--- config.mk ---
export PLATFORM = sky130hd
export DESIGN_NAME = seq_pattern_tx
export DESIGN_NICKNAME = d
export VERILOG_FILES = /design/src/rtl/seq_pattern_tx.sv
export SDC_FILE = /design/constraint.sdc
export NUM_CORES = 1
export LEC_CHECK = 0
export ABC_CLOCK_PERIOD_IN_PS = 1780
export BUFFER_PORTS_ARGS = -buffer_cell sky130_fd_sc_hd__buf_4
export CORE_AREA = 10 10 49 79
export DETAILED_ROUTE_END_ITERATION = 10
export DIE_AREA = 0 0 59 89
export HOLD_SLACK_MARGIN = 0.12
export SKIP_LAST_GASP = 1
export SLEW_MARGIN = 20
export SYNTH_ARGS = -nofsm -noshare
export SYNTH_HDL_FRONTEND = slang
export SYNTH_SLANG_ARGS = --single-unit
--- constraint.sdc ---
create_clock -name clk -period 1.78 [get_ports clk]
set_input_delay 0.267 -clock clk [delete_from_list [all_inputs] [get_ports clk]]
set_output_delay 0.267 -clock clk [all_outputs]
set_load 0.005 [all_outputs]
--- src/rtl/seq_pattern_tx.sv ---
`default_nettype none
// ============================================================================
// Module   : seq_pattern_tx
// Purpose  : Serial MSB-first pattern transmitter with optional repeated frames.
// Revision : 1.0
// ============================================================================
module seq_pattern_tx #(
  parameter int WIDTH = 4,
  parameter int DIV   = 1
) (
  input  logic             clk,
  input  logic             reset,
  input  logic             start,
  input  logic [WIDTH-1:0] pat,
  input  logic             repeat_en,
  input  logic             stop,
  output logic             d,
  output logic             valid,
  output logic             busy,
  output logic             ready,
  output logic             done
);

  localparam int BW = $clog2(WIDTH + 1);
  localparam int DW = (DIV > 1) ? $clog2(DIV) : 1;
  localparam logic [BW-1:0] C_BITS   = BW'(WIDTH);
  localparam logic [DW-1:0] C_DIVRLD = DW'(DIV - 1);

  typedef enum logic [1:0] {
    IDLE  = 2'd0,
    SHIFT = 2'd1,
    DONE  = 2'd2
  } state_t;

  state_t           state_q, state_d;
  logic [WIDTH-1:0] pat_q, pat_d;
  logic [WIDTH-1:0] sh_q, sh_d;
  logic [BW-1:0]    bit_q, bit_d;
  logic [DW-1:0]    div_q, div_d;
  logic             d_q, d_d;
  logic             valid_q, valid_d;
  logic             busy_q, busy_d;
  logic             ready_q, ready_d;
  logic             done_q, done_d;

  always_ff @(posedge clk) begin
    if (!reset) begin
      state_q <= IDLE;
      pat_q   <= '0;
      sh_q    <= '0;
      bit_q   <= '0;
      div_q   <= '0;
      d_q     <= 1'b0;
      valid_q <= 1'b0;
      busy_q  <= 1'b0;
      ready_q <= 1'b1;
      done_q  <= 1'b0;
    end else begin
      state_q <= state_d;
      pat_q   <= pat_d;
      sh_q    <= sh_d;
      bit_q   <= bit_d;
      div_q   <= div_d;
      d_q     <= d_d;
      valid_q <= valid_d;
      busy_q  <= busy_d;
      ready_q <= ready_d;
      done_q  <= done_d;
    end
  end

  always_comb begin
    state_d = state_q;
    pat_d   = pat_q;
    sh_d    = sh_q;
    bit_d   = bit_q;
    div_d   = div_q;

    case (state_q)
      IDLE: begin
        if (start) begin
          pat_d   = pat;
          sh_d    = pat;
          bit_d   = C_BITS;
          div_d   = C_DIVRLD;
          state_d = SHIFT;
        end
      end
      SHIFT: begin
        if (div_q != '0) begin
          div_d = div_q - DW'(1);
        end else if (bit_q == BW'(1)) begin
          // Frame boundary: the only point where repeat_en and stop are sampled.
          if (repeat_en && !stop) begin
            sh_d  = pat_q;
            bit_d = C_BITS;
            div_d = C_DIVRLD;
          end else begin
            bit_d   = '0;
            state_d = DONE;
          end
        end else begin
          sh_d  = sh_q << 1;
          bit_d = bit_q - BW'(1);
          div_d = C_DIVRLD;
        end
      end
      DONE: begin
        state_d = IDLE;
      end
      default: begin
        state_d = IDLE;
        pat_d   = '0;
        sh_d    = '0;
        bit_d   = '0;
        div_d   = '0;
      end
    endcase

    // Outputs are registered from the next state so they align with it.
    valid_d = (state_d == SHIFT);
    d_d     = (state_d == SHIFT) && sh_d[WIDTH-1];
    busy_d  = (state_d != IDLE);
    ready_d = (state_d == IDLE);
    done_d  = (state_d == DONE);
  end

  assign d     = d_q;
  assign valid = valid_q;
  assign busy  = busy_q;
  assign ready = ready_q;
  assign done  = done_q;

endmodule
`default_nettype wire

==> results.sh <==
export IMPL_status="finished, final reports clean"
export IMPL_comb_power_share_pct=20.7
export IMPL_synthMuxAreaShare_pct=0
export IMPL_routed_wl_mm=2.10
export IMPL_track_usage_pct=8.67
export IMPL_first_global_vias=782
export IMPL_synth_cells=92
export IMPL_min_period_ns=1.68
export IMPL_rsz0062_at_grt="false"
export IMPL_worstSetupPathType="flip-flop to flip-flop"
export IMPL_gp_congestion=0.746
export IMPL_setup_violations=0
export IMPL_r2r_cells=5
export IMPL_clock_sinks=18
export IMPL_startpoint="state_q[0]$_SDFF_PN0_"
export IMPL_synth_adder_area_share_pct=8.63
export IMPL_vdd_ir_drop_worst_uv=440
export IMPL_ios=14
export IMPL_cts_root_buf="clkbuf_8"
export IMPL_area_growth_pct=22.4
export IMPL_r2r_start="state_q[0]$_SDFF_PN0_"
export IMPL_vias_per_cell=5.45
export IMPL_crit_arrival_ns=1.87
export IMPL_final_cells=136
export IMPL_cellPowerDensity_nw_per_um2=876
export IMPL_synth_compound_area_share_pct=23.9
export IMPL_seqPwrFrac_pct=48.7
export IMPL_wl_per_cell_um=15.4
export IMPL_post_cts_buffers=0
export IMPL_cp_start_kind="flip-flop"
export IMPL_floorplan_initialDensity_pct=33.1
export IMPL_holdWs_ns=0.280
export IMPL_yosysWarnings=0
export IMPL_synth_area_um2=870
export IMPL_leakagePower_nw=0.426
export IMPL_min_path_type="input port to flip-flop"
export IMPL_placed_cells=133
export IMPL_r2r_end="bit_q[0]$_SDFFE_PN0P_"
export IMPL_dieArea_um2=5250
export IMPL_ys_ff_latch=18
export IMPL_worst_slack_ns=0.0996
export IMPL_drive_gt1_share_pct=27.5
export IMPL_drt_pass1_iter_count=4
export IMPL_fin_worst_skew_ns=0.00170
export IMPL_fp_dieH_um=89
export IMPL_numCtsBuffers=3
export IMPL_synth_top_family_by_area="compound AO/OA/AOI/OAI gates"
export IMPL_worstPathRequired_ns=1.97
export IMPL_num_nets_final=126
export IMPL_finalHoldViolCount=0
export IMPL_h_tree_depth=1
export IMPL_power_total_mw=0.932
export IMPL_clk_latency_ns=0.25
export IMPL_synth_avg_cell_area_um2=9.45
export IMPL_period_share_pct=94.4
export IMPL_worstPathMaxFanout=8
export IMPL_hold_depth=3
export IMPL_r2r_slack_ns=0.1
export IMPL_p_int_mw=0.680
export IMPL_final_max_slew_viol_count=0
export IMPL_antenna_left=0
export IMPL_yosys_area_share_simple_pct=23.0
export IMPL_synthesis_nets=107
export IMPL_synth_xor_area_share_pct=0
export IMPL_cts_buffer_depth=2
export IMPL_gr_total_overflow=0
export IMPL_max_slew_margin_pct=67.8
export IMPL_vias=741
export IMPL_grt_max_degree=15
export IMPL_rows=25
export IMPL_cts_tree="done"
export IMPL_p_sw_mw=0.252
export IMPL_clk_pin_slew_worst_paths_ns=0.07
export IMPL_synth_cell_types=33
export IMPL_diodes=0
export IMPL_die_x_um=59
export IMPL_dp_slack_ns=-0.00863
export IMPL_grt_pass1_wl_mm=3.53
export IMPL_design_core_area_um2=2630
export IMPL_fmax_mhz=595
export IMPL_tightest_slew_ns=0.483
export IMPL_maxCapViolCount=0
export IMPL_synth_seq_area_share_pct=41.4
export IMPL_antenna_found_initial=0
export IMPL_end_kind="flip-flop"
export IMPL_clock_power_share_pct=30.5
export IMPL_numPortBuffers=13
export IMPL_hpwlAfterDp_mm=1.63
export IMPL_worst_setup_path_endpoint="bit_q[0]$_SDFFE_PN0P_"
export IMPL_drt_iter0_markers=19
export IMPL_p_sw_share_pct=27.1
export IMPL_nFillCells=290
export IMPL_drc_errors=0
==> power groups by stage <==
stage          combinational, mW  sequential (mW)  clock (mW)
2_1_floorplan              0.121            0.458           0
3_3_place_gp               0.187            0.461           0
3_5_place_dp               0.192            0.462           0
4_1_cts                    0.193            0.454       0.292
5_1_grt                    0.216            0.458       0.309
6_report                   0.193            0.454       0.285
==> cells in the mapped netlist <==
cell       n  area share, %
nand3_1    1           0.57
nor3_1     4            2.3
or4_2      1            1.0
o22ai_1    3            2.2
or3b_4     1            1.3
a222oi_1   2            2.3
and2_2     1           0.86
buf_1      1           0.43
and2_1     1           0.72
and2b_2    1            1.0
or2_2      1           0.72
and2b_4    1            1.2
nor2_1     4            1.7
o221ai_1   1            1.0
dfxtp_1   18             41
o21bai_1   1           0.86
nand2_1    8            3.5
nand2b_1   3            2.2
a311oi_4   1            3.0
a32o_1     1            1.2
nor3b_1    1           0.86
inv_1      6            2.6
a211oi_2   1            1.4
a21oi_1    2            1.2
and3_1     1           0.72
o41ai_1    1            1.0
a21boi_1   3            2.6
ha_1       6            8.6
nand3b_1   1           0.86
nor2b_1    5            3.6
o21ai_0    5            2.9
a211oi_1   1           0.86
a22oi_1    4            3.5
==> through the flow <==
step / cell area [um2] / TNS, ns / util (%)
finish: 1060 / 0 / 40.5
global route: 1060 / 0 / 40.5
CTS: 1050 / 0 / 40.1
detailed placement: 1010 / -0.00863 / 38.5
global placement: 1010 / 0 / 38.5
floorplan: 870 / 0 / -
==> flip-flops by register name, indices dropped and copies added (netlist names) <==
name,flops
bit_q,3
pat_q,4
sh_q,4
done,1
state_q,2
valid,1
ready,1
d,1
busy,1
==> final cells by class <==
| class | count | area (um2) | area share, % |
|---|---|---|---|
| clock buffers | 3 | 41.3 | 3.88 |
| repair buffers | 15 | 113 | 10.6 |
| inverters | 6 | 22.5 | 2.12 |
| flip-flops and latches | 18 | 362 | 34.0 |
| multi-input cells | 67 | 493 | 46.3 |
| well taps | 27 | 33.8 | 3.17 |
==> worst max-delay path, stage by stage (launching register included) <==
cell	delay, ns
dfxtp_2	0.37
inv_1	0.08
ha_2	0.23
and2b_4	0.21
or4_2	0.60
a21boi_1	0.13
==> layer usage <==
layer / routed length, um / global-route usage [%] / vias up
li1: - / - / 366
met2: 1150 / 15.2 / 16
met5: 0 / 0 / -
met1: 830 / 8.89 / 354
met4: 59 / 5.66 / 0
met3: 64 / 1.85 / 5
==> kinds of logic (layout without fill, tap and decap cells) <==
logic type | Yosys count | count (layout)
buf+inv | 7 | 24
compound gates | 26 | 26
flops | 18 | 18
fa+ha+maj | 6 | 6
simple gates | 35 | 35
==> worst min-delay path by stage <==
stage                                  to  slack [ns]                  from
floorplan            sh_q[1]$_SDFFE_PN0P_        0.42                 reset
global placement     sh_q[0]$_SDFFE_PN0P_        0.46  sh_q[0]$_SDFFE_PN0P_
detailed placement   sh_q[2]$_SDFFE_PN0P_        0.47  sh_q[2]$_SDFFE_PN0P_
CTS                 pat_q[0]$_SDFFE_PN0P_        0.28                pat[0]
global route        pat_q[3]$_SDFFE_PN0P_        0.31                pat[3]
finish              pat_q[0]$_SDFFE_PN0P_        0.28                pat[0]
==> cell usage in the layout (no fill, tap or decap), drive strengths merged, types with 4 or more instances in the layout <==
cell type  count
nor2b          5
ha             6
o21ai          5
a22oi          4
inv            6
nand2          8
nor2           4
nor3           4
dfxtp         18
buf           15
==> repair_timing <==
item                                    in CTS  in global routing
hold buffers                                 0                  0
endpoints found under the setup margin       1                  6
resized for setup                            1                  3
(Power assumes the default switching activity.)
